## src/rtl/mips_mc_ctrl.sv

```systemverilog
// Multi-cycle MIPS control unit: five-state FETCH/DECODE/EXEC/MEM/WB sequencer
// driving datapath write enables, mux selects and a req/ack memory port.
module mips_mc_ctrl (
  input  logic       clk,
  input  logic       reset,
  input  logic [5:0] op,
  input  logic [5:0] funct,
  input  logic       zero,
  input  logic       mem_ack,
  output logic       mem_req,
  output logic       mem_we,
  output logic       mem_src,
  output logic       ir_we,
  output logic       pc_we,
  output logic [1:0] pc_sel,
  output logic       reg_we,
  output logic [1:0] reg_dst,
  output logic [1:0] wd_sel,
  output logic [1:0] alu_op,
  output logic       alu_bsel,
  output logic       ext_op,
  output logic [2:0] state,
  output logic       illegal
);

  localparam logic [2:0] S_FETCH  = 3'd0;
  localparam logic [2:0] S_DECODE = 3'd1;
  localparam logic [2:0] S_EXEC   = 3'd2;
  localparam logic [2:0] S_MEM    = 3'd3;
  localparam logic [2:0] S_WB     = 3'd4;

  logic rtype, is_addu, is_subu, is_jr, is_nop;
  logic is_ori, is_lui, is_lw, is_sw, is_beq, is_j, is_jal, supported;

  assign rtype     = (op == 6'b000000);
  assign is_addu   = rtype && (funct == 6'b100001);
  assign is_subu   = rtype && (funct == 6'b100011);
  assign is_jr     = rtype && (funct == 6'b001000);
  assign is_nop    = rtype && (funct == 6'b000000);
  assign is_ori    = (op == 6'b001101);
  assign is_lui    = (op == 6'b001111);
  assign is_lw     = (op == 6'b100011);
  assign is_sw     = (op == 6'b101011);
  assign is_beq    = (op == 6'b000100);
  assign is_j      = (op == 6'b000010);
  assign is_jal    = (op == 6'b000011);
  assign supported = is_addu | is_subu | is_jr | is_nop | is_ori | is_lui |
                     is_lw | is_sw | is_beq | is_j | is_jal;

  logic [2:0] next_state;
  logic       req_c, we_c, ir_c, pc_c, reg_c;

  always_comb begin
    next_state = S_FETCH;
    req_c      = 1'b0;
    we_c       = 1'b0;
    ir_c       = 1'b0;
    pc_c       = 1'b0;
    reg_c      = 1'b0;
    mem_src    = 1'b0;
    pc_sel     = 2'b00;
    reg_dst    = 2'b00;
    wd_sel     = 2'b00;
    alu_op     = 2'b00;
    alu_bsel   = 1'b0;
    ext_op     = 1'b0;
    case (state)
      S_FETCH: begin
        req_c = 1'b1;
        if (mem_ack) begin
          ir_c       = 1'b1;
          pc_c       = 1'b1;
          next_state = S_DECODE;
        end else begin
          next_state = S_FETCH;
        end
      end
      S_DECODE: begin
        // Jumps finish here; nop and illegal words fall straight back to fetch
        if (is_j || is_jal) begin
          pc_c   = 1'b1;
          pc_sel = 2'b10;
          if (is_jal) begin
            reg_c   = 1'b1;
            reg_dst = 2'b10;
            wd_sel  = 2'b10;
          end
        end else if (is_jr) begin
          pc_c   = 1'b1;
          pc_sel = 2'b11;
        end else if (supported && !is_nop) begin
          next_state = S_EXEC;
        end
      end
      S_EXEC: begin
        if (is_addu || is_subu) begin
          alu_op     = is_subu ? 2'b01 : 2'b00;
          next_state = S_WB;
        end else if (is_ori) begin
          alu_op     = 2'b10;
          alu_bsel   = 1'b1;
          next_state = S_WB;
        end else if (is_lui) begin
          alu_op     = 2'b11;
          alu_bsel   = 1'b1;
          next_state = S_WB;
        end else if (is_lw || is_sw) begin
          alu_bsel   = 1'b1;
          ext_op     = 1'b1;
          next_state = S_MEM;
        end else if (is_beq) begin
          alu_op = 2'b01;
          if (zero) begin
            pc_c   = 1'b1;
            pc_sel = 2'b01;
          end
        end
      end
      S_MEM: begin
        req_c   = 1'b1;
        we_c    = is_sw;
        mem_src = 1'b1;
        if (mem_ack) next_state = is_sw ? S_FETCH : S_WB;
        else         next_state = S_MEM;
      end
      S_WB: begin
        reg_c = 1'b1;
        if (rtype)      reg_dst = 2'b01;
        else if (is_lw) wd_sel  = 2'b01;
      end
      default: next_state = S_FETCH;
    endcase
  end

  // Strobes are masked by reset so an in-flight access is abandoned immediately
  assign mem_req = reset & req_c;
  assign mem_we  = reset & we_c;
  assign ir_we   = reset & ir_c;
  assign pc_we   = reset & pc_c;
  assign reg_we  = reset & reg_c;

  always_ff @(posedge clk or negedge reset) begin
    if (!reset) begin
      state   <= S_FETCH;
      illegal <= 1'b0;
    end else begin
      state <= next_state;
      if (state == S_DECODE && !supported) illegal <= 1'b1;
    end
  end

endmodule

```

## config.mk

```make
export PLATFORM = sky130hd
export DESIGN_NAME = mips_mc_ctrl
export DESIGN_NICKNAME = d
export VERILOG_FILES = /design/src/rtl/mips_mc_ctrl.sv
export SDC_FILE = /design/constraint.sdc
export NUM_CORES = 1
export LEC_CHECK = 0
export CORE_MARGIN = 4
export CORE_UTILIZATION = 31
export DETAILED_ROUTE_END_ITERATION = 8
export PLACE_DENSITY_LB_ADDON = 0.08
export SLEW_MARGIN = 5
export SYNTH_ARGS = -nofsm -noshare
export SYNTH_HDL_FRONTEND = slang
export SYNTH_SLANG_ARGS = --single-unit
```

## constraint.sdc

```tcl
create_clock -name clk -period 1.2 [get_ports clk]
set_input_delay 0.24 -clock clk [delete_from_list [all_inputs] [get_ports clk]]
set_output_delay 0.24 -clock clk [all_outputs]
set_load 0.005 [all_outputs]
```

==> results.py, run 1 <==
metrics = {
    "status": {
        "outcome": "did not finish",
        "haltStage": "global routing (5_1_grt)",
        "error_line": "[ERROR DPL-0033] detailed placement checks failed during check placement.",
    },
    "cts": {
        "clock-sinks": 4,
        "cts_htree_levels": 1,
        "clockBufferDepth": 2,
        "cts_root_buf": "clkbuf_4",
        "numCtsBuffers": 3,
    },
    "place": {
        "io_buffers": 35,
        "pre_cts_ws_ps": -1094,
        "dp_hpwl_um": 1788,
        "gp_congestion": 0.8841,
    },
    "sta": {
        "crit_endpoint": "pc_we",
        "worst_path_end_type": "primary output",
    },
    "die": {
        "io_pins": 36,
        "die_h_um": 49.13,
        "fp.dieW_um": 49.13,
        "rows": 14,
        "start_util_pct": 33.63,
    },
    "global_route": {
        "antenna_found_initial": 0,
        "grt_max_degree": 7,
    },
    "synthesis": {
        "synth_top_cell_area_share_pct": 19.09,
        "synthArstFlopShare_pct": 100.0,
        "synth_common_cells": "nand2_1 (10), nor2_1 (8), inv_1 (6), o21ai_0 (6), nor3_1 (5)",
        "ys_top_cells_by_area": "dfrtp_1 (19%), nand2_1 (7.2%), o21ai_0 (5.7%)",
        "netlist-cell-type-count": 32,
        "yosysMostFrequentCell": "nand2_1",
        "yosysWarnings": 0,
        "synth_edf_count": 0,
        "syn-num-nets": 91,
        "synth_ff_type": "dfrtp_1",
        "syn-instance-count": 75,
        "syn_avg_cell_area_sq_um": 6.990,
        "yosys_register_bits": 4,
        "yosysTopAreaCell": "dfrtp_1",
        "syn_area_sq_um": 524.3,
        "ys_seq_area_share_pct": 19.09,
    },
}
logic make-up after synthesis:
group | Yosys count | synth area share, %
flip-flops | 4 | 19.09
AO/OA/AOI/OAI | 21 | 29.12
buffers and inverters | 8 | 7.876
AND/OR/NAND/NOR | 42 | 43.92
stage by stage:
stage                     setup TNS [ps]  instance area (sq um)  utilization [%]  hold WS (ps)  instances
after CTS                          -7822                   1393            89.33         470.6        178
after floorplan                   -446.4                  556.8                -        -55.59         75
after global placement            -16440                   1149            73.68         472.4        156
after detailed placement          -17460                   1149            73.68         465.8        156
what timing repair did:
| action | 4_1_cts |
|---|---|
| pin swaps | 22 |
| buffers inserted | 21 |
| hold buffers | 0 |
| resized for setup | 162 |
| endpoints found under the setup margin | 24 |
==> run 2, diff against run 1 <==
- CORE_AREA: default -> 4 4 65 67
- CORE_MARGIN: 4 -> default
- CORE_UTILIZATION: 31 -> default
- DIE_AREA: default -> 0 0 69 71
- PLACE_DENSITY_LB_ADDON: 0.08 -> 0.15
- clock period: 1.2 -> 1.56 ns (I/O delays scaled with it)
==> results.py, run 2 <==
metrics = {
    "synthesis": {
        "netlist-cell-type-count": 32,
        "synth_xor_area_share_pct": 0,
        "syn_area_sq_um": 524.3,
        "ys_seq_area_share_pct": 19.09,
        "syn-instance-count": 75,
        "synthArstFlopShare_pct": 100.0,
        "synth_common_cells": "nand2_1 (10), nor2_1 (8), inv_1 (6), o21ai_0 (6), nor3_1 (5)",
        "synth-simple-area-share_pct": 43.91,
        "ys_top_cells_by_area": "dfrtp_1 (19%), nand2_1 (7.2%), o21ai_0 (5.7%)",
        "synth_compound_area_share_pct": 29.12,
        "synthAdderAreaFrac_pct": 0,
        "synth_ff_type": "dfrtp_1",
        "synth_top_cell_area_share_pct": 19.09,
        "syn-num-nets": 91,
        "synth_top_family_by_area": "simple AND/OR/NAND/NOR gates",
        "yosys_register_bits": 4,
        "syn_avg_cell_area_sq_um": 6.990,
        "synthMuxAreaShare_pct": 0,
        "yosysTopAreaCell": "dfrtp_1",
        "yosysMostFrequentCell": "nand2_1",
        "yosysWarnings": 0,
        "synth_edf_count": 0,
    },
    "layout": {
        "area_growth_pct": 192.8,
        "fin_area_sq_um": 1535,
        "max_flop_register": "state",
        "largest_reg_flops": 3,
        "nNetsFinal": 182,
        "layout_common_cells": "buf_4 (36), buf_6 (19), buf_2 (18)",
        "final_common_cell": "buf_4",
        "diodes": 0,
        "top_regs": "state: 3 flops, illegal: 1 flops",
        "final_util_pct": 42.25,
        "drive_gt1_share_pct": 73.17,
    },
    "sta": {
        "drv_slew": 0,
        "fmax_mhz": 550.6,
        "finClkSkew_ps": 0.8501,
        "hold_violations": 0,
        "timing.slew.headroom_pct": 81.51,
        "worst_slack_ps": -256.1,
        "finalSetupViolations": 14,
        "tightest_slew_ps": 274.4,
        "finalCritPeriodShare_pct": 116.4,
        "fin_crit_ps": 1816,
        "rsz0062_at_grt": "true",
    },
    "global_route": {
        "antenna_found_initial": 0,
        "grt_usage_pct": 11.28,
        "grt_pass1_wl_um": 4602,
        "grt.overflow.total": 0,
        "grt_pass1_vias": 1000,
        "grt_max_degree": 8,
    },
    "place": {
        "dp_hpwl_um": 2004,
        "place_area_sq_um": 1179,
        "gp_congestion": 0.8032,
        "io_buffers": 35,
    },
    "worst_setup_path": {
        "timing.critical_path.slowest_stage_cell": "dfrtp_1",
        "slowest_delay_ps": 390,
        "endpoint": "pc_sel[0]",
        "path_buf_inv": 3,
        "cp.required_ps": 1250,
        "end_kind": "primary output",
        "r2r_setup_slack_ps": 130,
        "startpoint_type": "flip-flop",
        "reg2reg_depth": 8,
        "cp_max_fo": 2,
        "critPathKind": "flip-flop to primary output",
        "cp.arrival_ps": 1500,
        "crit_chain": "buf_6, nor2_4, and2_4, buf_4, nand2_2, o32ai_2, buf_2",
        "worst-path-stages": 7,
        "cp_top_family": "buffers and inverters",
        "r2r-end": "state[0]$_DFF_PN0_",
        "r2r_start": "state[2]$_DFF_PN0_",
        "cp-startpoint": "state[2]$_DFF_PN0_",
    },
    "cts": {
        "cts_htree_levels": 1,
        "cts_root_buf": "clkbuf_8",
        "clk_pin_slew_ps": 30,
        "numCtsBuffers": 3,
        "cts_tree": "yes",
        "clockBufferDepth": 2,
        "insertion_delay_ps": 220,
        "cts-hold-fix-buffers": 0,
        "clock-sinks": 4,
    },
    "power": {
        "combPwrFrac_pct": 43.3,
        "p_sw_mw": 0.1637,
        "cell_internal_pwr_mw": 0.4148,
        "power_frac_seq_pct": 19.0,
        "ir_drop_v": 0.0003875,
        "cellLeakagePower_nw": 0.7356,
        "p_sw_share_pct": 28.30,
        "p_clk_share_pct": 37.7,
        "p_per_area_nw_per_um2": 376.8,
    },
    "die": {
        "die_h_um": 71,
        "fp.dieW_um": 69,
        "io_pins": 36,
        "dieArea_sq_um": 4899,
        "rows": 22,
        "coreArea_sq_um": 3633,
        "start_util_pct": 14.43,
    },
    "min_path": {
        "worstHoldPathType": "flip-flop to flip-flop",
    },
    "status": {
        "outcome": "finished, violations left",
        "violations": "setup timing",
    },
    "route": {
        "dr_total_vias": 902,
        "post_drt_wl_per_cell_um": 12.93,
        "dr.pass1.iters": 4,
        "drc_errors": 0,
        "postRouteAntennaNets": 0,
        "vias_per_cell": 4.255,
        "finalWirelength_um": 2742,
        "drt_iter0_markers": 48,
    },
    "flow_run": {
        "drv_cap": 0,
    },
}
==> run 2: through the flow <==
| step | setup slack, ps | hold WS (ps) | setup TNS (ps) | cells | power, mW |
|---|---|---|---|---|---|
| detailed placement | -978.6 | 486.0 | -13790 | 191 | 0.3023 |
| CTS | -247.6 | 498.6 | -2147 | 209 | 0.5620 |
| floorplan | 20.62 | 16.41 | 0 | 75 | 0.1643 |
| global route | -389.7 | 506.0 | -3166 | 212 | 0.6152 |
| global placement | -948.9 | 477.4 | -13630 | 191 | 0.3034 |
| finish | -256.1 | 495.7 | -1903 | 212 | 0.5785 |
==> run 2: metal layers <==
layer	share of wire (%)	up-vias	track usage, %
met5	0	-	0
met4	0	0	2.603
met3	5.6	0	2.841
met2	52	22	20.02
met1	42	424	13.65
li1	-	456	-
==> run 2: layout make-up <==
class,instances,area (sq um)
well taps,48,60.06
fillers,392,2098
multi-input cells,63,588.1
flip-flops and latches,4,100.1
inverters,6,25.02
clock buffers,3,41.29
repair buffers,88,720.7
==> run 2: worst min-delay path by stage <==
stage | start | cells past startpoint | end | slack, ps
finish | illegal$_DFFE_PN0P_ | 1 | illegal$_DFFE_PN0P_ | 500
global route | illegal$_DFFE_PN0P_ | 1 | illegal$_DFFE_PN0P_ | 510
CTS | illegal$_DFFE_PN0P_ | 1 | illegal$_DFFE_PN0P_ | 500
detailed placement | illegal$_DFFE_PN0P_ | 1 | illegal$_DFFE_PN0P_ | 490
global placement | illegal$_DFFE_PN0P_ | 1 | illegal$_DFFE_PN0P_ | 480
floorplan | reset | 0 | illegal$_DFFE_PN0P_ | 20
==> run 2: worst reg2reg max path, delay by kind of cell, from the launching register on <==
| kind | cells | cell delay, ps |
|---|---|---|
| AND/OR/NAND/NOR | 2 | 260 |
| AO/OA/AOI/OAI | 2 | 190 |
| buffers and inverters | 4 | 510 |
| flip-flops | 1 | 390 |
==> run 2: power by group through the flow <==
stage	combinational [mW]	sequential [mW]	clock [mW]
final	0.251	0.110	0.218
after global routing	0.272	0.110	0.233
after CTS	0.230	0.110	0.222
after detailed placement	0.192	0.110	0
after global placement	0.193	0.111	0
after floorplan	0.0509	0.113	0
==> run 2: kinds of logic (layout without fill, tap and decap cells) <==
family | after synthesis | in the layout
and+or+nand+nor | 42 | 42
AOI/OAI and AO/OA | 21 | 21
buffers and inverters | 8 | 97
DFF | 4 | 4
==> run 2: timing repair <==
item / in CTS / in global routing
setup buffers: 19 / 7
resized for setup: 147 / 39
endpoints found under the setup margin: 22 / 21
pin swaps: 19 / 15
No activity file was read; power rests on OpenSTA's default activity.
==> run 3, diff against run 2 <==
- MAX_ROUTING_LAYER: default -> met4
==> results.py, run 3 (synthesis results as in run 2) <==
metrics = {
    "layout": {
        "max_flop_register": "state",
        "area_growth_pct": 192.8,
        "nNetsFinal": 182,
        "top_regs": "state: 3 flops, illegal: 1 flops",
        "drive_gt1_share_pct": 73.17,
        "fillCellCount": 392,
        "final-instance-count-excl-fill": 212,
        "diodes": 0,
        "fin_area_sq_um": 1535,
        "largest_reg_flops": 3,
        "layout_common_cells": "buf_4 (36), buf_6 (19), buf_2 (18)",
        "final_common_cell": "buf_4",
    },
    "die": {
        "io_pins": 36,
        "coreArea_sq_um": 3633,
        "dieArea_sq_um": 4899,
        "rows": 22,
        "start_util_pct": 14.43,
        "die_h_um": 71,
        "fp.dieW_um": 69,
    },
    "sta": {
        "tightest_slew_ps": 274.4,
        "timing.slew.headroom_pct": 81.51,
        "finalCritPeriodShare_pct": 116.4,
        "fmax_mhz": 550.6,
        "hold_violations": 0,
        "worst_slack_ps": -256.1,
        "drv_slew": 0,
        "finClkSkew_ps": 0.8470,
        "finalSetupViolations": 14,
        "rsz0062_at_grt": "true",
        "fin_crit_ps": 1816,
    },
    "power": {
        "p_per_area_nw_per_um2": 376.8,
        "cellLeakagePower_nw": 0.7356,
        "finalPower_mw": 0.5785,
        "ir_drop_v": 0.0003875,
    },
    "place": {
        "gp_congestion": 0.8148,
        "dp_cells": 191,
        "place_area_sq_um": 1179,
        "dp_hpwl_um": 2004,
        "io_buffers": 35,
    },
    "worst_setup_path": {
        "startpoint_type": "flip-flop",
        "r2r-end": "state[0]$_DFF_PN0_",
        "r2r_setup_slack_ps": 130,
        "path_buf_inv": 3,
        "cp_max_fo": 2,
        "end_kind": "primary output",
        "cp.arrival_ps": 1500,
        "cp-startpoint": "state[2]$_DFF_PN0_",
        "r2r_start": "state[2]$_DFF_PN0_",
        "slowest_delay_ps": 390,
        "cp.required_ps": 1250,
        "cp_top_family": "buffers and inverters",
        "reg2reg_depth": 8,
        "timing.critical_path.slowest_stage_cell": "dfrtp_1",
        "worst-path-stages": 7,
        "critPathKind": "flip-flop to primary output",
        "endpoint": "pc_sel[0]",
        "crit_chain": "buf_6, nor2_4, and2_4, buf_4, nand2_2, o32ai_2, buf_2",
    },
    "status": {
        "outcome": "finished, violations left",
        "violations": "setup timing",
    },
    "global_route": {
        "antenna_found_initial": 0,
        "grt_max_degree": 8,
        "grt_pass1_wl_um": 4595,
        "grt_pass1_vias": 998,
        "grt_usage_pct": 11.62,
        "grt.overflow.total": 0,
    },
    "flow_run": {
        "drv_cap": 0,
    },
    "min_path": {
        "hp-start": "illegal$_DFFE_PN0P_",
        "worstHoldPathType": "flip-flop to flip-flop",
        "hold_depth": 1,
    },
    "cts": {
        "numCtsBuffers": 3,
        "cts_root_buf": "clkbuf_8",
        "cts_tree": "yes",
        "clock-sinks": 4,
        "cts-hold-fix-buffers": 0,
        "insertion_delay_ps": 220,
        "clk_pin_slew_ps": 30,
        "clockBufferDepth": 2,
        "cts_htree_levels": 1,
    },
    "route": {
        "dr_total_vias": 902,
        "postRouteAntennaNets": 0,
        "post_drt_wl_per_cell_um": 12.93,
        "vias_per_cell": 4.255,
        "finalWirelength_um": 2742,
        "drt_iter0_markers": 72,
        "drc_errors": 0,
        "dr.pass1.iters": 4,
    },
}
-- run 3: area by class of cell --
cell class / count / area, sq um / share of cell area (%)
repair buffers: 88 / 720.7 / 46.94
multi-input cells: 63 / 588.1 / 38.30
flip-flops and latches: 4 / 100.1 / 6.520
well taps: 48 / 60.06 / 3.912
clock buffers: 3 / 41.29 / 2.689
inverters: 6 / 25.02 / 1.630
-- run 3: how the worst min path moves through the flow --
stage                                     end
after floorplan           illegal$_DFFE_PN0P_
after global placement    illegal$_DFFE_PN0P_
after detailed placement  illegal$_DFFE_PN0P_
after CTS                 illegal$_DFFE_PN0P_
after global routing      illegal$_DFFE_PN0P_
final                     illegal$_DFFE_PN0P_
-- run 3: power by group --
group | internal (mW) | switching, mW | total, mW
combinational | 0.143 | 0.108 | 0.251
sequential | 0.108 | 0.00232 | 0.110
clock | 0.165 | 0.0534 | 0.218
-- run 3: per-layer routing --
layer | up-vias | track usage (%) | part of all wire (%)
met5 | - | - | 0
met4 | 0 | 2.603 | 0
met3 | 0 | 2.983 | 5.9
met2 | 22 | 20.02 | 52
met1 | 424 | 13.56 | 42
li1 | 456 | - | -
-- run 3: per-stage QoR --
stage	utilization (%)	hold WS [ps]	setup slack, ps	setup TNS, ps
finish	42.25	495.3	-256.1	-1903
global route	42.25	506.0	-389.7	-3166
CTS	39.26	498.6	-247.6	-2147
detailed placement	32.44	486.0	-978.6	-13790
global placement	32.44	477.4	-948.9	-13630
floorplan	-	16.41	20.62	0
-- run 3: timing repair --
action                                  4_1_cts  5_1_grt
gates cloned                                  0        0
endpoints found under the setup margin       22       21
buffers inserted                             19        7
pin swaps                                    19       15
resized for setup                           147       39
